$ cat src/rtl/pktlen_filter.sv
// pktlen_filter: drops runt and giant packets on an AXIN beat stream.
// A partially forwarded bad packet ends in a one-cycle M_ABORT; otherwise
// it is swallowed silently. Saturating good/runt/giant counters on o_*.
// Ports: S_CLK, S_ARESETN (async active-low), i_clear_stats (sync clear),
//   S_* input stream (VALID/READY/DATA/BYTES/ABORT/LAST),
//   M_* registered output stream, o_good/runt/giant_pkts statistics.
module pktlen_filter #(
   parameter int unsigned DW           = 32,
   parameter int unsigned MINBYTES     = 64,
   parameter int unsigned MAXBYTES     = 1518,
   parameter int unsigned CNTW         = 32,
   parameter bit          OPT_LOWPOWER = 1'b0
) (
   input  logic                    S_CLK,
   input  logic                    S_ARESETN,
   input  logic                    i_clear_stats,
   input  logic                    S_VALID,
   output logic                    S_READY,
   input  logic [DW-1:0]           S_DATA,
   input  logic [$clog2(DW/8)-1:0] S_BYTES,
   input  logic                    S_ABORT,
   input  logic                    S_LAST,
   output logic                    M_VALID,
   input  logic                    M_READY,
   output logic [DW-1:0]           M_DATA,
   output logic [$clog2(DW/8)-1:0] M_BYTES,
   output logic                    M_ABORT,
   output logic                    M_LAST,
   output logic [CNTW-1:0]         o_good_pkts,
   output logic [CNTW-1:0]         o_runt_pkts,
   output logic [CNTW-1:0]         o_giant_pkts
);

   localparam int unsigned BW  = $clog2(DW/8);
   localparam int unsigned BPB = DW/8;
   localparam int unsigned LIM =
      (MINBYTES > MAXBYTES) ? MINBYTES : MAXBYTES;
   localparam int unsigned LW  = $clog2(LIM + BPB + 1) + 1;

   typedef enum logic [1:0] {
      IDLE,
      PASS,
      DROP
   } state_t;

   state_t          state_q, state_d;
   logic [LW-1:0]   len_q, len_d;
   logic            out_mid_q, out_mid_d;
   logic            m_valid_q, m_valid_d;
   logic            m_abort_q, m_abort_d;
   logic [DW-1:0]   m_data_q, m_data_d;
   logic [BW-1:0]   m_bytes_q, m_bytes_d;
   logic            m_last_q, m_last_d;
   logic [CNTW-1:0] good_q, good_d;
   logic [CNTW-1:0] runt_q, runt_d;
   logic [CNTW-1:0] giant_q, giant_d;

   logic            accept;
   logic [LW-1:0]   beat_bytes;
   logic [LW:0]     tot_w;
   logic [LW-1:0]   tot;
   logic            is_giant;
   logic            is_runt;
   logic            inc_good, inc_runt, inc_giant;

   function automatic logic [CNTW-1:0] sat_inc(
      input logic [CNTW-1:0] v,
      input logic            en
   );
      return (en && (v != '1)) ? v + CNTW'(1) : v;
   endfunction

   assign S_READY    = !m_valid_q || M_READY;
   assign accept     = S_VALID && S_READY;
   assign beat_bytes = (S_BYTES == '0) ? LW'(BPB)
                                       : LW'(S_BYTES);
   assign tot_w      = {1'b0, len_q} + {1'b0, beat_bytes};
   // running length sticks at all-ones rather than wrapping
   assign tot        = tot_w[LW] ? '1 : tot_w[LW-1:0];
   assign is_giant   = (MAXBYTES != 0) && (tot > LW'(MAXBYTES));
   assign is_runt    = S_LAST && (tot < LW'(MINBYTES));

   always_comb begin
      state_d   = state_q;
      len_d     = len_q;
      out_mid_d = out_mid_q;
      m_valid_d = m_valid_q && !M_READY;
      m_abort_d = 1'b0;
      m_data_d  = m_data_q;
      m_bytes_d = m_bytes_q;
      m_last_d  = m_last_q;
      inc_good  = 1'b0;
      inc_runt  = 1'b0;
      inc_giant = 1'b0;

      // abort beats any same-cycle beat, which is discarded
      if (S_ABORT) begin
         if (out_mid_q) begin
            m_abort_d = 1'b1;
            m_valid_d = 1'b0;
         end
         out_mid_d = 1'b0;
         len_d     = '0;
         state_d   = IDLE;
      end else if (accept) begin
         unique case (state_q)
            DROP: begin
               len_d = '0;
               if (S_LAST) state_d = IDLE;
            end
            default: begin
               if (is_giant) begin
                  if (out_mid_q) begin
                     m_abort_d = 1'b1;
                     m_valid_d = 1'b0;
                  end
                  out_mid_d = 1'b0;
                  len_d     = '0;
                  inc_giant = 1'b1;
                  state_d   = S_LAST ? IDLE : DROP;
               end else if (is_runt) begin
                  if (out_mid_q) begin
                     m_abort_d = 1'b1;
                     m_valid_d = 1'b0;
                  end
                  out_mid_d = 1'b0;
                  len_d     = '0;
                  inc_runt  = 1'b1;
                  state_d   = IDLE;
               end else begin
                  m_valid_d = 1'b1;
                  m_data_d  = S_DATA;
                  m_bytes_d = S_BYTES;
                  m_last_d  = S_LAST;
                  if (S_LAST) begin
                     out_mid_d = 1'b0;
                     len_d     = '0;
                     inc_good  = 1'b1;
                     state_d   = IDLE;
                  end else begin
                     out_mid_d = 1'b1;
                     len_d     = tot;
                     state_d   = PASS;
                  end
               end
            end
         endcase
      end

      if (OPT_LOWPOWER && !m_valid_d) begin
         m_data_d  = '0;
         m_bytes_d = '0;
         m_last_d  = 1'b0;
      end

      good_d  = i_clear_stats ? '0 : sat_inc(good_q, inc_good);
      runt_d  = i_clear_stats ? '0 : sat_inc(runt_q, inc_runt);
      giant_d = i_clear_stats ? '0 : sat_inc(giant_q, inc_giant);
   end

   always_ff @(posedge S_CLK or negedge S_ARESETN) begin
      if (!S_ARESETN) begin
         state_q   <= IDLE;
         len_q     <= '0;
         out_mid_q <= 1'b0;
         m_valid_q <= 1'b0;
         m_abort_q <= 1'b0;
         m_data_q  <= '0;
         m_bytes_q <= '0;
         m_last_q  <= 1'b0;
         good_q    <= '0;
         runt_q    <= '0;
         giant_q   <= '0;
      end else begin
         state_q   <= state_d;
         len_q     <= len_d;
         out_mid_q <= out_mid_d;
         m_valid_q <= m_valid_d;
         m_abort_q <= m_abort_d;
         m_data_q  <= m_data_d;
         m_bytes_q <= m_bytes_d;
         m_last_q  <= m_last_d;
         good_q    <= good_d;
         runt_q    <= runt_d;
         giant_q   <= giant_d;
      end
   end

   assign M_VALID      = m_valid_q;
   assign M_ABORT      = m_abort_q;
   assign M_DATA       = m_data_q;
   assign M_BYTES      = m_bytes_q;
   assign M_LAST       = m_last_q;
   assign o_good_pkts  = good_q;
   assign o_runt_pkts  = runt_q;
   assign o_giant_pkts = giant_q;

endmodule

$ cat config.mk
export PLATFORM = sky130hd
export DESIGN_NAME = pktlen_filter
export DESIGN_NICKNAME = d
export VERILOG_FILES = /design/src/rtl/pktlen_filter.sv
export SDC_FILE = /design/constraint.sdc
export NUM_CORES = 1
export LEC_CHECK = 0
export BUFFER_PORTS_ARGS = -buffer_cell sky130_fd_sc_hd__buf_2
export CAP_MARGIN = 20
export CORE_MARGIN = 1
export CORE_UTILIZATION = 50
export CTS_BUF_LIST = sky130_fd_sc_hd__clkbuf_2 sky130_fd_sc_hd__clkbuf_4 sky130_fd_sc_hd__clkbuf_8
export CTS_CLUSTER_SIZE = 14
export DETAILED_ROUTE_END_ITERATION = 12
export PLACE_DENSITY = 0.75
export SYNTH_ARGS = -nofsm -noshare
export SYNTH_HDL_FRONTEND = slang
export SYNTH_SLANG_ARGS = --single-unit
$ cat constraint.sdc
create_clock -name S_CLK -period 3.65 [get_ports S_CLK]
set_input_delay 0.73 -clock S_CLK [delete_from_list [all_inputs] [get_ports S_CLK]]
set_output_delay 0.73 -clock S_CLK [all_outputs]
set_load 0.02 [all_outputs]
### Yosys cells after proc, flatten, opt, wreduce, memory -nomap -nowiden

Index checks and enable logic that the tools add are counted.

| cells by class | value |
|---|---|
| bitwise operators | 4 |
| add/subtract/negate cells | 4 |
| reduce and logical (&&, ||, !) cells | 17 |
| magnitude comparators | 2 |
| equal/unequal tests | 6 |
| multiplexer cells | 55 |

Operator list:

| kind | number |
|---|---|
| $mux W32 | 6 |
| $add A32 B1 Y32 const B | 3 |
| $ne A32 B32 Y1 const B | 3 |
| $mux W12 | 7 |
| $mux W1 | 35 |
| $add A12 B3 Y13 | 1 |
| $gt A12 B11 Y1 const B | 1 |
| $lt A12 B7 Y1 const B | 1 |
| $mux W2 | 6 |
| $reduce_bool A2 Y1 | 4 |
| $logic_and A1 B1 Y1 | 6 |
| $reduce_and A5 Y1 | 1 |
| $not A1 Y1 | 4 |
| $reduce_and A2 Y1 | 2 |
| $mux W3 | 1 |
| $ne A3 B3 Y1 const B | 1 |
| $eq A2 B2 Y1 const B | 1 |
| $logic_not A1 Y1 | 2 |
| $logic_not A2 Y1 | 1 |
| $ne A2 B2 Y1 const B | 1 |
| $logic_or A1 B1 Y1 | 1 |

| word-level totals | value |
|---|---|
| output and inout port bits | 134 |
| register bits | 148 |

### Depth between registers and ports, before layout

Gate-level depths: netlist of run 1.

| logic depth | value |
|---|---|
| word-level depth | 14 |
| gate-level depth with buffers | 14 |
| gate-level depth less buffers | 10 |

### Least setup slack after synthesis of run 1

OpenSTA, ideal clock, no wires.

| path | value |
|---|---|
| kind | in2reg |
| from | input S_BYTES[0] |
| to | register runt_q[27] (netlist: o_runt_pkts[27]) |
| setup slack | 15 ps |
| path buffers | 3 |
| arrival | 3557 ps |
| stages | 13 |
| cells stage by stage | clkbuf_1 ha_1 fa_1 a21oi_1 nor3_1 o211ai_1 nor4b_2 or3_1 buf_2 or2_1 buf_2 or4_1 a21oi_1 |

| between the ends | value |
|---|---|
| word-level cells in the longest chain between the ends | 13 |
| elaborated cells between the ends (all ways) | 14 |

RTL lines:

| what | RTL line | source |
|---|---|---|
| start, declared | 20 | `input logic [$clog2(DW/8)-1:0] S_BYTES,` |
| $logic_not A2 Y1 | 75 | `assign beat_bytes = (S_BYTES == '0) ? LW'(BPB)` |
| $mux W3 * | 75 |  |
| $add A12 B3 Y13 * | 77 | `assign tot_w = {1'b0, len_q} + {1'b0, beat_bytes};` |
| $mux W12 * | 79 | `assign tot = tot_w[LW] ? '1 : tot_w[LW-1:0];` |
| $lt A12 B7 Y1 | 81 | `assign is_runt = S_LAST && (tot < LW'(MINBYTES));` |
| $logic_and A1 B1 Y1 | 81 |  |
| $mux W1 | 121 | `end else if (is_runt) begin` |
| $mux W1 * | 112 | `if (is_giant) begin` |
| $mux W1 * | 106 | `unique case (state_q)` |
| $mux W1 * | 105 | `end else if (accept) begin` |
| $mux W1 * | 97 | `if (S_ABORT) begin` |
| $logic_and A1 B1 Y1 * | 70 | `return (en && (v != '1)) ? v + CNTW'(1) : v;` |
| $reduce_bool A2 Y1 (no line) * | - |  |
| end signal, assigned | 184 | `runt_q <= runt_d;` |
| end, declared | 55 | `logic [CNTW-1:0] runt_q, runt_d;` |

Mark *: on every way between the ends. The rest lies on a longest branch, timed or not.
A chain may end at the register's enable or synchronous reset.

### Worst setup path after layout of run 1

| path | value |
|---|---|
| from | register len_q[0] |
| to | register m_data_q[11] (netlist: M_DATA[11]) |

| between the ends | value |
|---|---|
| word-level cells in the longest chain between the ends | 6 |
| elaborated cells between the ends (all ways) | 8 |

RTL lines:

| what | RTL line | source |
|---|---|---|
| start, declared | 47 | `logic [LW-1:0] len_q, len_d;` |
| start signal, assigned | 176 | `len_q <= len_d;` |
| $add A12 B3 Y13 * | 77 |  |
| $mux W12 * | 79 |  |
| $lt A12 B7 Y1 | 81 |  |
| $logic_and A1 B1 Y1 | 81 |  |
| $not A1 Y1 (no line) | - |  |
| $reduce_and A5 Y1 (no line) * | - |  |
| end signal, assigned | 180 | `m_data_q <= m_data_d;` |
| end, declared | 51 | `logic [DW-1:0] m_data_q, m_data_d;` |

Marked as above.

==> summary.txt, run 1 <==
Timing
  – RSZ-0062 raised after global routing: false
  – F_max: 302 MHz
  – Final setup violating endpoints: 0
  – Final min period: 3.31 ns
  – Final Skew: 0.0114 ns
  – Slew margin rel.: 48.4%
  – Hold slack: 0.273 ns
  – Final worst-path cycle share: 90.7%
  – Worst slew pin tran: 0.769 ns
  – Max Slew Vio Count: 0
  – Final hold vios: 0

Yosys
  – Yosys cell types: 52
  – Synthesized cell area: 7710 um2
  – Syn Area/Cell: 9.59 um2
  – #FFs+latches synth: 148
  – Async set-or-reset flop fraction in the synthesized netlist: 100%
  – Largest family of logic cells by synthesized area: simple AND/OR/NAND/NOR gates
  – Complex-gate fraction of the synthesized area: 5.39%
  – Synth Instances: 804
  – Sequential cell area fraction in the yosys report: 48.0%
  – Yosys warns: 0
  – Top_reg_cell synth: dfrtp_1
  – Post-synthesis simple-gate area fraction: 27.3%
  – Mux contribution to synthesized area: 5.96%
  – Post-synth EDFFs: 0
  – Post-synthesis adder-cell area fraction: 1.23%
  – Mapped Nets: 852
  – XOR/XNOR share of the synthesized area: 9.43%

GRT
  – GRT Total Usage: 23.5%
  – Largest net degree at the start of global routing: 78
  – Vias in the first global route: 6277
  – Total global routing overflow: 0
  – First-pass GRT wire length: 29900 um
  – Initial antenna violation count: 0

Placement
  – HPWL after DPL: 12800 um
  – Placed insts: 1159
  – IO Port Bufs: 174
  – RePlAce Congestion: 0.922

Worst setup path
  – Worst Path Required: 3.98 ns
  – Setup crit end kind: flop
  – Arrival time at the worst endpoint: 3.64 ns
  – Crit path max fanout: 35
  – Crit Path Category: reg -> reg
  – Worst Setup Start Kind: flop

Clocking
  – Clock buffer depth: 2
  – Post CTS Setup Buffer Count: 0
  – H-tree depth: 4
  – Cts repair resizes: 0
  – Clk pin slew, worst setup/hold paths: 0.08 ns
  – Number of hold buffers added after cts: 0
  – Worst skew pair latency: 0.45 ns
  – CTS tree: done
  – Clock sink count: 148
  – CTS Root Cell: clkbuf_8
  – Num CTS Buffers: 17

Drt
  – Via count: 6670
  – DRT antenna net count: 0
  – DR WL/cell: 15.3 um
  – Router iterations before antenna repair: 5
  – Via-to-Cell Ratio: 5.60
  – DRC viols: 0
  – Drt total wl: 18300 um
  – Iteration-0 DRC Markers: 473

Die
  – DIE AREA: 15900 um2
  – Ports: 175
  – Initial Util: 50.9%
  – Std cell rows: 45
  – Core box area: 15100 um2
  – Die Y-Extent: 126 um
  – Die Wd: 126 um

Power and ir drop
  – VDD IR max: 0.337 mV
  – Leakage: 0.00445 uW
  – Pwr dens: 385 nW/um2

Finish
  – Nets: 1038
  – Share of cells above drive strength 1: 29.5%
  – Ant diodes: 0
  – Non-Filler Instances: 1191
  – Area growth, synth to finish: 21.9%
  – Post-layout util: 62.0%

Flow run
  – Maximum capacitance violations: 0

Hold path
  – Worst min path class: in -> async

Outcome
  – Status: completed
==> cell usage in the layout, fill, tap and decap left out, drive strengths merged, types with 16 or more instances in the layout <==
master / n
dfrtp: 148
nor3: 35
clkbuf: 19
xnor2: 36
nand4: 53
nand3: 52
and3: 31
mux2: 39
nand2: 55
xor2: 47
o21ai: 16
a21oi: 19
buf: 210
nor2: 118
==> kinds of logic after synthesis <==
family,Yosys count
flip-flops,148
XOR/XNOR,83
AND/OR/NAND/NOR,410
multiplexers,41
AO/OA/AOI/OAI,64
adder cells (fa/ha/maj),7
buffers and inverters,51
==> worst max-delay path, stage by stage, from the launching register on <==
cell and delay, ns:
dfrtp_1 0.39, ha_1 0.22, fa_1 0.44, a21o_1 0.25, a31oi_1 0.18, a31oi_1 0.08, nor4b_2 0.21, buf_4 0.16
nor3_2 0.48, nand3_1 0.24, buf_12 0.25, mux2_2 0.29
==> per-layer routing <==
layer / vias to the layer above / part of all wire [%] / global-route usage (%)
li1: 3210 / - / -
met5: - / 0 / 0
met4: 0 / 0.85 / 6.73
met1: 3220 / 46 / 31.0
met3: 15 / 6.7 / 7.09
met2: 225 / 47 / 37.3
==> synth_stat cells, drive strengths merged, types with 16 or more instances <==
cell | n | area share, %
a21oi | 19 | 1.3
and3 | 31 | 2.5
clkbuf | 32 | 1.6
dfrtp | 148 | 48
mux2 | 39 | 5.7
nand2 | 55 | 2.7
nand3 | 52 | 3.6
nand4 | 53 | 4.3
nor2 | 118 | 5.7
nor3 | 35 | 2.4
o21ai | 16 | 1.0
xnor2 | 36 | 4.1
xor2 | 47 | 5.3
==> final cells by class <==
type	count	area (um2)
fillers	1315	5750
clock buffers	19	255
multi-input cells	605	3810
well taps	188	235
inverters	8	30.0
clock inverters	13	181
flip-flops and latches	148	3700
repair buffers	210	1170
==> registers in the layout, indices dropped and copies added, names as in the netlist <==
name / flops
o_good_pkts: 32
M_VALID: 1
M_DATA: 32
o_giant_pkts: 32
len_q: 12
M_BYTES: 2
o_runt_pkts: 32
M_ABORT: 1
M_LAST: 1
out_mid_q: 1
state_q: 2
==> worst paths after layout <==
path | startpoint | end | slack (ns) | depth (start not counted)
setup reg to reg | len_q[0]$_DFFE_PN0P_ | M_DATA[11]$_DFFE_PN0P_ | 0.34 | 11
hold reg to reg | state_q[0]$_DFFE_PN0P_ | state_q[0]$_DFFE_PN0P_ | 0.49 | 2
max in group asynchronous | S_ARESETN | M_DATA[12]$_DFFE_PN0P_ | 2.59 | 2
setup / recovery | len_q[0]$_DFFE_PN0P_ | M_DATA[11]$_DFFE_PN0P_ | 0.34 | 11
hold / removal | S_ARESETN | o_good_pkts[21]$_DFFE_PN0P_ | 0.27 | 1
min in group S_CLK | state_q[0]$_DFFE_PN0P_ | state_q[0]$_DFFE_PN0P_ | 0.49 | 2
==> metrics by stage <==
stage          setup slack, ns  power [uW]  area, um2  setup TNS (ns)
2_1_floorplan           0.0153        2050       7710               0
3_3_place_gp           0.00218        2230       8960               0
3_5_place_dp           -0.0606        2240       8960           -1.80
4_1_cts                  0.362        3660       9400               0
5_1_grt                  0.166        3760       9400               0
6_report                 0.341        3620       9400               0
==> power breakdown <==
part           leakage (uW)  internal (uW)  total [uW]  switching (uW)
Clock              0.000219            770        1410             644
Sequential          0.00199           1730        1770            46.6
Combinational       0.00224            165         432             267
Total               0.00445           2660        3620             958
No activity file was read; power rests on OpenSTA's default activity.
==> inputs of run 2 (changes only) <==
--- a/config.mk
+++ b/config.mk
@@ -12,6 +12,7 @@
 export CTS_BUF_LIST = sky130_fd_sc_hd__clkbuf_2 sky130_fd_sc_hd__clkbuf_4 sky130_fd_sc_hd__clkbuf_8
 export CTS_CLUSTER_SIZE = 14
 export DETAILED_ROUTE_END_ITERATION = 12
+export GPL_TIMING_DRIVEN = 0
 export PLACE_DENSITY = 0.75
 export SYNTH_ARGS = -nofsm -noshare
 export SYNTH_HDL_FRONTEND = slang
==> summary.txt, run 2 (synthesized netlist as in run 1, its figures left out) <==
Outcome
  – Status: completed

Die
  – Die Y-Extent: 126 um
  – Ports: 175
  – Core box area: 15100 um2
  – Die Wd: 126 um
  – Std cell rows: 45
  – Initial Util: 50.9%
  – DIE AREA: 15900 um2

Power and ir drop
  – Leakage: 0.00441 uW
  – VDD IR max: 0.257 mV
  – Pwr dens: 386 nW/um2
  – Total Power Consumption: 3640 uW

Timing
  – Max Slew Vio Count: 0
  – RSZ-0062 raised after global routing: true
  – Final setup violating endpoints: 0
  – Post-route setup slack: 0.152 ns
  – Slew margin rel.: 47.8%
  – Final worst-path cycle share: 95.8%
  – Final hold vios: 0
  – Final min period: 3.50 ns
  – F_max: 286 MHz
  – Worst slew pin tran: 0.777 ns
  – Final Skew: 0.0119 ns

Worst setup path
  – Slowest CP cell: a221oi_4
  – Crit path max fanout: 9
  – Slowest cell delay on critical path: 0.51 ns
  – Worst flop-to-flop path startpoint: len_q[2]$_DFFE_PN0P_
  – Worst Path Required: 4.02 ns
  – Buf/Inv on CP: 2
  – Worst path top cell family by delay: compound AO/OA/AOI/OAI gates
  – Arrival time at the worst endpoint: 3.87 ns
  – Setup crit end kind: flop
  – Worst Setup Start Kind: input port
  – Crit. Startpoint: S_BYTES[0]
  – Crit Path Category: in -> reg
  – Cell Chain, Critical Path: buf_2, nor2_1, ha_1, a21oi_2, a21oi_1, or3_1, a221oi_4, o211ai_4, or2_1, buf_2, or4_1, a21oi_1

Finish
  – Share of cells above drive strength 1: 28.0%
  – Nets: 1047
  – Most frequent cells in the layout: 182 x buf_2, 148 x dfrtp_1, 118 x nor2_1, 55 x nand2_1, 53 x nand4_1
  – Non-Filler Instances: 1200
  – Ant diodes: 0
  – Most common cell after layout, fill and taps aside: buf_2
  – Area growth, synth to finish: 22.0%

Clocking
  – Worst skew pair latency: 0.45 ns
  – Post CTS Setup Buffer Count: 0
  – CTS tree: done
  – Clock buffer depth: 2
  – H-tree depth: 4
  – Clk pin slew, worst setup/hold paths: 0.09 ns
  – Num CTS Buffers: 17
  – CTS Root Cell: clkbuf_8
  – Number of hold buffers added after cts: 0
  – Clock sink count: 148

GRT
  – Total global routing overflow: 0
  – First-pass GRT wire length: 31500 um
  – Vias in the first global route: 6363
  – GRT Total Usage: 25.2%
  – Initial antenna violation count: 0
  – Largest net degree at the start of global routing: 99

Drt
  – DRC viols: 0
  – Met2 Routed Length: 9010 um
  – M1 WL: 8750 um
  – Uppermost layer routed: met4
  – Via-to-Cell Ratio: 5.67
  – DRT antenna net count: 0
  – DR WL met3: 1250 um
  – DR WL/cell: 16.1 um
  – Router iterations before antenna repair: 6
  – Iteration-0 DRC Markers: 466
  – Via count: 6808
  – Drt total wl: 19300 um

Placement
  – RePlAce Congestion: 0.873
  – Placed insts: 1168
  – IO Port Bufs: 174
  – HPWL after DPL: 13900 um
  – Worst slack, placed: -0.597 ns

Flow run
  – Maximum capacitance violations: 0

Hold path
  – Worst min path class: in -> async
==> run 2: cell count changes in the layout (fill, tap and decap cells not counted), sizes merged <==
cell / before / now
buf: 210 / 185
clkbuf: 19 / 52
inv: 9 / 11
clkinv: 6 / 3
clkinvlp: 2 / 4
==> run 2: layout make-up <==
type / count / area, um2
inverters: 8 / 30.0
multi-input cells: 605 / 3880
well taps: 188 / 235
repair buffers: 176 / 932
plain buffers: 43 / 186
flip-flops and latches: 148 / 3700
clock inverters: 14 / 201
clock buffers: 18 / 241
fillers: 1306 / 5740
==> run 2: worst paths after layout <==
check	to	slack, ns	cells past startpoint
min	o_good_pkts[21]$_DFFE_PN0P_	0.30	2
min reg2reg	state_q[0]$_DFFE_PN0P_	0.49	2
max in group asynchronous	M_DATA[17]$_DFFE_PN0P_	2.73	3
max	o_runt_pkts[27]$_DFFE_PN0P_	0.15	12
min in group S_CLK	state_q[0]$_DFFE_PN0P_	0.49	2
max reg2reg	o_runt_pkts[27]$_DFFE_PN0P_	0.20	10
==> run 2: stage by stage <==
step	utilization, %	hold WS (ns)	setup TNS [ns]	area [um2]
floorplan	-	0.434	0	7710
global placement	58.2	0.461	-100.02	8820
detailed placement	58.6	0.466	-55.45	8880
CTS	61.8	0.310	0	9360
global route	62.1	0.330	-0.0796	9410
finish	62.1	0.303	0	9410
==> run 2: layer usage <==
metal | vias to the layer above | track usage (%)
met1 | 3303 | 33.5
met5 | - | 0
met3 | 30 | 6.20
met2 | 247 | 40.5
li1 | 3228 | -
met4 | 0 | 8.08
==> run 2: timing repair <==
item                       in CTS  in global routing
pin swaps                       0                  2
setup endpoints to repair      63                 83
hold endpoints to repair        0                  0
resized for setup               6                 14
==> run 2: power breakdown <==
part           switching [uW]  internal (uW)
logic                     276            166
clock network             662            761
registers                43.9           1730
total                     982           2650
==> inputs of run 3 (changes only) <==
==> constraint.sdc (replaced) <==
create_clock -name S_CLK -period 3.4 [get_ports S_CLK]
set_input_delay 0.68 -clock S_CLK [delete_from_list [all_inputs] [get_ports S_CLK]]
set_output_delay 0.68 -clock S_CLK [all_outputs]
set_load 0.02 [all_outputs]
==> summary.txt, run 3 (synthesized netlist as in run 1, its figures left out) <==
Finish
  – Most common cell after layout, fill and taps aside: buf_2
  – FILL cells: 1286
  – Ant diodes: 0
  – Most frequent cells in the layout: 179 x buf_2, 148 x dfrtp_1, 118 x nor2_1, 55 x nand2_1, 53 x nand4_1
  – Multi-input gate area: 3920 um2
  – Nets: 1047
  – Seq. cell area: 3700 um2
  – Area growth, synth to finish: 21.8%
  – Share of cells above drive strength 1: 29.1%

Timing
  – Final worst-path cycle share: 97.0%
  – Final min period: 3.30 ns
  – Max Slew Vio Count: 0
  – Final setup violating endpoints: 0
  – Hold slack: 0.239 ns
  – Slew margin rel.: 47.0%
  – Setup Total Neg Slack: 0 ns
  – Final Skew: 0.0194 ns
  – Worst slew pin tran: 0.790 ns
  – Final hold vios: 0
  – F_max: 303 MHz

Power and ir drop
  – Sw Pwr: 1030 uW
  – Switching Share: 28.1%
  – Design internal power: 2630 uW
  – VDD IR max: 0.314 mV
  – Clock share of power: 35.0%
  – Pwr dens: 389 nW/um2
  – Logic gate share of total power: 12.9%
  – Leakage: 0.00439 uW
  – Reg power frac: 52.1%

Placement
  – IO Port Bufs: 174
  – HPWL after DPL: 13900 um
  – RePlAce Congestion: 0.835

Drt
  – Router iterations before antenna repair: 5
  – DRC viols: 0
  – DR WL/cell: 16.3 um
  – Iteration-0 DRC Markers: 442
  – Via count: 6839
  – Drt total wl: 19600 um
  – DRT antenna net count: 0
  – Via-to-Cell Ratio: 5.70

GRT
  – First-pass GRT wire length: 32300 um
  – GRT Total Usage: 25.4%
  – Total global routing overflow: 0
  – Vias in the first global route: 6551
  – Largest net degree at the start of global routing: 77
  – Initial antenna violation count: 0

Hold path
  – Worst min path class: in -> async

Die
  – DIE AREA: 15900 um2
  – Initial Util: 50.9%
  – Die Wd: 126 um
  – Ports: 175
  – Core box area: 15100 um2
  – Std cell rows: 45
  – Die Y-Extent: 126 um

Worst setup path
  – Slowest CP cell: fa_2
  – Crit path max fanout: 9
  – Setup crit end kind: flop
  – Worst Path Required: 3.78 ns
  – Worst Setup Start Kind: input port
  – Cell Chain, Critical Path: buf_2, clkbuf_1, ha_2, fa_2, a21o_4, a31oi_2, a31oi_2, nor4b_4, or3_1, buf_6, or2_1, buf_6, or4_1, a21oi_1
  – Crit Path Category: in -> reg
  – Slowest cell delay on critical path: 0.44 ns
  – Arrival time at the worst endpoint: 3.67 ns

Clocking
  – Number of hold buffers added after cts: 0
  – Worst skew pair latency: 0.46 ns
  – CTS Root Cell: clkbuf_8
  – H-tree depth: 4
  – CTS tree: done
  – Clock buffer depth: 2
  – Clock sink count: 148
  – Num CTS Buffers: 17
  – Clk pin slew, worst setup/hold paths: 0.08 ns

Flow run
  – Maximum capacitance violations: 0

Outcome
  – Status: completed
-- run 3: what timing repair did --
action	in CTS	in global routing
setup buffers	0	2
endpoints found under the setup margin	63	112
gates resized for setup	8	34
pin swaps	1	4
-- run 3: power by group through the flow --
stage | Sequential, uW | Combinational, uW | Clock [uW]
after floorplan | 2050 | 149 | 0
after global placement | 1940 | 458 | 0
after detailed placement | 1940 | 469 | 0
after CTS | 1910 | 470 | 1300
after global routing | 1920 | 509 | 1380
final | 1910 | 470 | 1280
-- run 3: final timing paths --
check | slack, ns | cells past startpoint | startpoint | end
max in group asynchronous | 2.34 | 2 | S_ARESETN | len_q[5]$_DFFE_PN0P_
worst min-delay path | 0.24 | 1 | S_ARESETN | o_runt_pkts[18]$_DFFE_PN0P_
worst max-delay path | 0.10 | 14 | S_BYTES[0] | o_runt_pkts[27]$_DFFE_PN0P_
worst min register to register | 0.49 | 2 | state_q[0]$_DFFE_PN0P_ | state_q[0]$_DFFE_PN0P_
worst max register to register | 0.14 | 12 | len_q[0]$_DFFE_PN0P_ | o_runt_pkts[27]$_DFFE_PN0P_
min in group S_CLK | 0.45 | 2 | S_DATA[18] | M_DATA[18]$_DFFE_PN0P_
-- run 3: area by class of cell --
cell class	instances	share of cell area [%]
buffer	42	2.33
clock buffer	19	2.72
clock inverter	12	1.13
inverter	8	0.320
multi-input combinational	605	41.8
sequential	148	39.4
tap	188	2.50
timing repair buffer	177	9.79
-- run 3: metal layers --
metal	routed length, um	vias up	part of all wire, %	global-route usage (%)
met5	0	-	0	0
met4	349	0	1.8	9.64
met3	1300	33	6.6	6.12
met2	9250	264	47	41.7
met1	8670	3309	44	32.6
li1	-	3233	-	-
-- run 3: critical path: cells and delay by family --
kind | cells | cell delay (ns)
compound gates | 4 | 0.70
fa+ha+maj | 2 | 0.63
buf+inv | 4 | 0.50
simple gates | 4 | 1.16
-- run 3: metrics by stage --
stage / total power, uW / area (um2) / utilization [%] / setup slack, ns / cells
2_1_floorplan: 2200 / 7750 / - / 0.00153 / 804
3_3_place_gp: 2400 / 8850 / 58.5 / -0.588 / 1166
3_5_place_dp: 2410 / 8890 / 58.7 / -0.607 / 1167
4_1_cts: 3680 / 9300 / 61.4 / 0.0128 / 1198
5_1_grt: 3800 / 9390 / 62.0 / -0.0142 / 1199
6_report: 3660 / 9390 / 62.0 / 0.103 / 1199
